File: config.mk
export PLATFORM = sky130hd
export DESIGN_NAME = sample_harvester
export DESIGN_NICKNAME = d
export VERILOG_FILES = /design/src/rtl/sampler_pkg.sv /design/src/rtl/sample_fifo.sv /design/src/rtl/sample_harvester.sv
export SDC_FILE = /design/constraint.sdc
export NUM_CORES = 2
export LEC_CHECK = 0
export BUFFER_PORTS_ARGS = -buffer_cell sky130_fd_sc_hd__buf_2
export CORE_MARGIN = 4
export CORE_UTILIZATION = 45
export CTS_CLUSTER_DIAMETER = 60
export DETAILED_ROUTE_END_ITERATION = 10
export PLACE_DENSITY_LB_ADDON = 0.08
export SLEW_MARGIN = 20
export SYNTH_ARGS = -nofsm -noshare
export SYNTH_HDL_FRONTEND = slang
export SYNTH_SLANG_ARGS = --single-unit
File: constraint.sdc
create_clock -name clk -period 35.8 [get_ports clk]
set_input_delay 1.79 -clock clk [delete_from_list [all_inputs] [get_ports clk]]
set_output_delay 1.79 -clock clk [all_outputs]
set_load 0.02 [all_outputs]
File: src/rtl/sampler_pkg.sv
// -----------------------------------------------------------------------------
// sampler_pkg : candidate layout, PRNG step and FSM encoding for the harvester
// Rev 1.0
// -----------------------------------------------------------------------------
`default_nettype none

package sampler_pkg;

    localparam int VEC_W = 185;

    // Packed candidate layout, var_0 at the LSBs.
    localparam int VAR_LSB [10] = '{0, 16, 38, 42, 70, 89, 107, 126, 140, 156};
    localparam int VAR_W   [10] = '{16, 22, 4, 28, 19, 18, 19, 14, 16, 29};

    localparam logic [63:0] ZERO_SEED_SUB = 64'h9E37_79B9_7F4A_7C15;

    typedef enum logic [1:0] {
        ST_IDLE  = 2'd0,
        ST_GEN   = 2'd1,
        ST_CHECK = 2'd2,
        ST_FIN   = 2'd3
    } state_e;

    function automatic logic [63:0] xorshift64(input logic [63:0] x);
        logic [63:0] y;
        y = x ^ (x << 13);
        y = y ^ (y >> 7);
        y = y ^ (y << 17);
        return y;
    endfunction

endpackage

`default_nettype wire

File: src/rtl/sample_fifo.sv
// -----------------------------------------------------------------------------
// sample_fifo : synchronous first-word fall-through FIFO with full/empty flags
// Rev 1.0
// -----------------------------------------------------------------------------
`default_nettype none

module sample_fifo #(
    parameter int WIDTH = 8,
    parameter int DEPTH = 8
) (
    input  logic             clk,
    input  logic             rst_n,
    input  logic             push_i,
    input  logic [WIDTH-1:0] din_i,
    input  logic             pop_i,
    output logic [WIDTH-1:0] dout_o,
    output logic             full_o,
    output logic             empty_o
);

    localparam int AW = (DEPTH > 1) ? $clog2(DEPTH) : 1;
    localparam logic [AW:0] DEPTH_C = (AW + 1)'(DEPTH);

    logic [WIDTH-1:0] mem_q [DEPTH];
    logic [AW-1:0]    wr_ptr_q;
    logic [AW-1:0]    rd_ptr_q;
    logic [AW:0]      count_q;
    logic             w_push;
    logic             w_pop;

    assign full_o  = (count_q == DEPTH_C);
    assign empty_o = (count_q == '0);
    // Push is gated on the start-of-cycle full flag: no bypass when a pop frees a slot.
    assign w_push  = push_i && !full_o;
    assign w_pop   = pop_i && !empty_o;

    always_ff @(posedge clk) begin
        if (!rst_n) begin
            wr_ptr_q <= '0;
            rd_ptr_q <= '0;
            count_q  <= '0;
        end else begin
            if (w_push) begin
                wr_ptr_q <= wr_ptr_q + AW'(1);
            end
            if (w_pop) begin
                rd_ptr_q <= rd_ptr_q + AW'(1);
            end
            case ({w_push, w_pop})
                2'b10:   count_q <= count_q + (AW + 1)'(1);
                2'b01:   count_q <= count_q - (AW + 1)'(1);
                default: count_q <= count_q;
            endcase
        end
    end

    always_ff @(posedge clk) begin
        if (w_push) begin
            mem_q[wr_ptr_q] <= din_i;
        end
    end

    assign dout_o = empty_o ? '0 : mem_q[rd_ptr_q];

endmodule

`default_nettype wire

File: src/rtl/sample_harvester.sv
// -----------------------------------------------------------------------------
// sample_harvester : drives PRNG candidates into the checker, harvests hits
// Rev 1.0
// -----------------------------------------------------------------------------
`default_nettype none

module sample_harvester
    import sampler_pkg::*;
#(
    parameter int FIFO_DEPTH = 8,
    parameter int MAX_TRIES  = 65536
) (
    input  logic             clk,
    input  logic             rst_n,
    input  logic             start,
    input  logic [63:0]      seed,
    input  logic [15:0]      target_count,
    output logic [VEC_W-1:0] cand_vec,
    input  logic             cand_ok,
    output logic             out_valid,
    input  logic             out_ready,
    output logic [VEC_W-1:0] out_data,
    output logic             busy,
    output logic             done,
    output logic             timeout,
    output logic [31:0]      tries_count,
    output logic [15:0]      accepted_count
);

    localparam int          HI_W        = VEC_W - 128;
    localparam logic [31:0] MAX_TRIES_C = 32'(MAX_TRIES);

    state_e           state_q,   state_d;
    logic [63:0]      prng_q,    prng_d;
    logic [VEC_W-1:0] cand_q,    cand_d;
    logic [15:0]      target_q,  target_d;
    logic [31:0]      tries_q,   tries_d;
    logic [15:0]      acc_q,     acc_d;
    logic             timeout_q, timeout_d;
    logic             fresh_q,   fresh_d;

    logic [63:0]      w_s1, w_s2, w_s3;
    logic [VEC_W-1:0] w_cand;
    logic [31:0]      w_tries_inc, w_tries_eff;
    logic [15:0]      w_acc_inc;
    logic             w_push;
    logic             w_full;
    logic             w_empty;

    assign w_s1   = xorshift64(prng_q);
    assign w_s2   = xorshift64(w_s1);
    assign w_s3   = xorshift64(w_s2);
    assign w_cand = {w_s3[HI_W-1:0], w_s2, w_s1};

    assign w_tries_inc = (&tries_q) ? tries_q : tries_q + 32'd1;
    // A stalled candidate was already counted on its first CHECK cycle.
    assign w_tries_eff = fresh_q ? w_tries_inc : tries_q;
    assign w_acc_inc   = (&acc_q) ? acc_q : acc_q + 16'd1;

    always_comb begin
        state_d   = state_q;
        prng_d    = prng_q;
        cand_d    = cand_q;
        target_d  = target_q;
        tries_d   = tries_q;
        acc_d     = acc_q;
        timeout_d = timeout_q;
        fresh_d   = fresh_q;
        w_push    = 1'b0;
        case (state_q)
            ST_IDLE: begin
                if (start) begin
                    prng_d    = (seed == 64'd0) ? ZERO_SEED_SUB : seed;
                    target_d  = target_count;
                    tries_d   = '0;
                    acc_d     = '0;
                    timeout_d = 1'b0;
                    state_d   = (target_count == 16'd0) ? ST_FIN : ST_GEN;
                end
            end
            ST_GEN: begin
                cand_d  = w_cand;
                prng_d  = w_s3;
                fresh_d = 1'b1;
                state_d = ST_CHECK;
            end
            ST_CHECK: begin
                tries_d = w_tries_eff;
                fresh_d = 1'b0;
                if (cand_ok) begin
                    if (!w_full) begin
                        w_push  = 1'b1;
                        acc_d   = w_acc_inc;
                        state_d = (w_acc_inc == target_q) ? ST_FIN : ST_GEN;
                    end
                end else if (w_tries_eff == MAX_TRIES_C) begin
                    timeout_d = 1'b1;
                    state_d   = ST_FIN;
                end else begin
                    state_d = ST_GEN;
                end
            end
            ST_FIN: begin
                state_d = ST_IDLE;
            end
            default: begin
                state_d = ST_IDLE;
            end
        endcase
    end

    always_ff @(posedge clk) begin
        if (!rst_n) begin
            state_q   <= ST_IDLE;
            prng_q    <= '0;
            cand_q    <= '0;
            target_q  <= '0;
            tries_q   <= '0;
            acc_q     <= '0;
            timeout_q <= 1'b0;
            fresh_q   <= 1'b0;
        end else begin
            state_q   <= state_d;
            prng_q    <= prng_d;
            cand_q    <= cand_d;
            target_q  <= target_d;
            tries_q   <= tries_d;
            acc_q     <= acc_d;
            timeout_q <= timeout_d;
            fresh_q   <= fresh_d;
        end
    end

    sample_fifo #(
        .WIDTH (VEC_W),
        .DEPTH (FIFO_DEPTH)
    ) u_fifo (
        .clk     (clk),
        .rst_n   (rst_n),
        .push_i  (w_push),
        .din_i   (cand_q),
        .pop_i   (out_ready),
        .dout_o  (out_data),
        .full_o  (w_full),
        .empty_o (w_empty)
    );

    assign cand_vec       = cand_q;
    assign out_valid      = !w_empty;
    assign busy           = (state_q != ST_IDLE);
    assign done           = (state_q == ST_FIN);
    assign timeout        = timeout_q;
    assign tries_count    = tries_q;
    assign accepted_count = acc_q;

endmodule

`default_nettype wire

==> key figures <==
Setup path
  – Crit-path slowest cell: dfxtp_4
  – Worst-path fanout max: 61
  – Worst-path cell chain: buf_4, buf_4, buf_4, mux4_2, mux2i_1, nor2_1, buf_2
  – Arr. time, crit path: 5.38 ns
  – Setup slack, reg-to-reg: 31.08 ns
  – Worst setup SP type: register
  – Reg2reg start: state_q[0]
  – Top cell by count, worst path: buf_4
  – Critical path class: reg -> out
  – Reg2Reg Depth: 8
  – Setup crit end kind: primary output
  – CP peak stage delay: 0.87 ns
  – Reg2reg end: u_fifo.mem_q[1][32]
  – Data required, critical path: 34.01 ns

Clock network
  – CTS buffer count: 195
  – Cts repair resizes: 0
  – Clk_lat worst skew: 0.84 ns
  – Max clock buf depth: 3
  – Worst-path clk slew: 0.06 ns
  – CTS HTree Levels: 4
  – Clk root buf: clkbuf_16
  – Hold buffers post-CTS: 0
  – Setup bufs post-CTS: 0
  – CTS tree: yes
  – Clk sinks: 1810

Global routing
  – Vias in the first global route: 42300
  – Overall Global Routing Usage: 24.7%
  – Global-route wire length before repair: 312 mm
  – Global route total overflow: 0
  – Pin count of the biggest net entering global routing: 198
  – Initial antenna violation count: 6

Timing
  – Min Tclk post-route: 7.17 ns
  – Final number of max-transition violations: 0
  – Post-route clock period utilization: 20.0%
  – Final Setup Violations: 0
  – Achievable Freq: 139 MHz
  – Max-slew headroom: 23.5%
  – Setup TNS: 0 ns
  – Final Hold Vio Count: 0
  – RSZ-0062 raised after global routing: no
  – Clock Skews: 0.0306 ns
  – Pin slew with the least headroom to its limit: 1.14 ns

Synth
  – Top_reg_cell synth: edfxtp_1
  – Synth Net Count: 4702
  – EDFF count, synth: 1480
  – Post-synthesis cell count: 4605
  – Post-synthesis sequential area ratio: 67.2%
  – Count of cell types in the netlist: 68
  – Syn. warnings: 0
  – Synth Register Bits: 1810
  – Syn Area/Cell: 16.5 um2
  – Mapped Area: 76000 um2
  – Async SR Flop Fraction: 0%

Detailed routing
  – DR WL/cell: 29.2 um
  – Final ANT Viol Nets: 0
  – Vias per cell: 5.65
  – DR vias: 42200
  – DR iter-0 viols: 4085
  – Final WL: 218 mm
  – DR pass1 iterations: 7
  – DRC viols: 0

Cells and area
  – Fin nets: 5197
  – Area grow syn2layout: 15.0%
  – Share of layout cells above drive strength 1: 24.8%
  – Fill cells: 13900

Place
  – Final RePlAce weighted congestion: 0.925
  – Port Buffers: 506
  – Post-DP HPWL: 142 mm

Worst hold path
  – WHS Path Cells: 2
  – Hold path start: target_q[5]
  – Hold Path Class: reg -> reg
  – Hold endpoint: target_q[5]

Floorplanning
  – Top-level I/O count: 507
  – Standard-cell rows: 150
  – Die Width: 419 um
  – Die Span Y: 419 um
  – Core area: 168000 um2
  – Die Area: 176000 um2
  – Initial Utilization: 45.4%

Job
  – Max-cap violations: 0

Outcome
  – Status: complete, no violations
[Yosys cell counts (all sizes together), types with 7 or more instances]
cell type / count / area share, %
nor2: 463 / 2.3
and4: 8 / 0.092
xnor2: 353 / 4.3
nand2: 171 / 0.84
nand3: 31 / 0.20
or2: 7 / 0.058
a311oi: 8 / 0.092
ha: 11 / 0.18
a211oi: 70 / 0.69
o21ai: 84 / 0.55
buf: 96 / 0.59
edfxtp: 1480 / 58
xor3: 19 / 0.59
nand2b: 13 / 0.11
nor4: 37 / 0.30
mux2i: 246 / 3.2
o211ai: 24 / 0.24
nor2b: 11 / 0.091
a21oi: 174 / 1.1
and2: 7 / 0.058
dfxtp: 330 / 8.7
nor3: 52 / 0.34
xnor3: 65 / 1.9
or3: 9 / 0.074
clkbuf: 195 / 0.96
o31ai: 8 / 0.092
inv: 13 / 0.064
o21a: 11 / 0.11
nand4: 21 / 0.17
mux4: 370 / 11
a22oi: 7 / 0.069
and3: 22 / 0.18
xor2: 124 / 1.5
[layout make-up]
type	instances	area (um2)	area share, %
Timing Repair Buffer	589	3220	3.69
Sequential cell	1810	51100	58.4
Tap cell	2204	2760	3.16
Clock buffer	261	5340	6.11
Clock inverter	103	1120	1.28
Inverter	16	68.8	0.0787
Antenna cell	3	7.51	0.00859
Multi-Input combinational cell	2488	23800	27.2
[critical path, delay by kind of cell, from the launching register on]
kind          cells  cell delay, ns
simple gates      1            0.08
buf+inv           4            2.70
mux               2            0.75
flops             1            0.87
[through the flow]
stage	std cells	worst slack (ns)	util (%)	cell area [um2]	hold WS, ns
4_1_cts	7471	28.31	52.1	87400	0.470
3_3_place_gp	7107	29.22	48.3	80900	0.458
5_1_grt	7473	28.13	52.1	87400	0.494
2_1_floorplan	4605	14.85	-	76000	0.444
3_5_place_dp	7107	29.22	48.3	80900	0.462
6_report	7474	28.63	52.1	87400	0.467
[state kept, by name, summed over array words and instances, names as in the netlist, 2 cells and up, named ones only]
register and flops:
u_fifo.mem_q 1480, cand_vec 185, prng_q 64, tries_count 32, accepted_count 16, target_q 16
u_fifo.count_q 4, u_fifo.rd_ptr_q 3, u_fifo.wr_ptr_q 3, state_q 2
[layer usage]
layer | part of all wire (%) | GRT usage (%) | up-vias
met4 | 3.9 | 9.12 | 0
met3 | 5.5 | 4.35 | 353
met5 | 0 | 0 | -
li1 | - | - | 18700
met1 | 42 | 33.2 | 22000
met2 | 49 | 40.5 | 1248
[cells by family (layout without fill, tap and decap cells)]
family,Yosys count,in the layout,synth area share [%]
flip-flops,1810,1810,67.2
AND/OR/NAND/NOR,866,866,4.96
multiplexers,619,619,14.2
XOR/XNOR,561,561,8.31
AO/OA/AOI/OAI,430,430,3.48
buffers and inverters,307,969,1.63
adder cells (fa/ha/maj),12,12,0.207
other,0,3,0
[layout by cell type, fill, tap and decap left out, types with 31 or more instances in the layout]
cell,synthesis,final
a211oi_1,70,70
a21oi_1,174,174
buf_2,25,506
buf_4,3,77
clkbuf_1,195,48
clkbuf_16,0,199
dfxtp_1,330,327
edfxtp_1,1480,1480
mux2i_1,246,246
mux4_2,370,370
nand2_1,171,171
nand3_1,31,31
nor2_1,463,458
nor3_1,52,48
nor4_1,37,35
o21ai_0,82,82
xnor2_1,333,332
xnor3_1,60,60
xor2_1,120,120
[worst max-delay path by stage]
stage / startpoint / endpoint / cells after the start
floorplan: cand_ok / u_fifo.mem_q[0][0] / 4
global placement: register / out_data[2] / 7
detailed placement: register / out_data[2] / 7
CTS: register / out_data[2] / 7
global route: register / out_data[65] / 7
finish: register / out_data[0] / 7
Power is left out: the tool's default activity adds up to more than one toggle a clock period on the data nets, which glitch-free logic cannot reach.
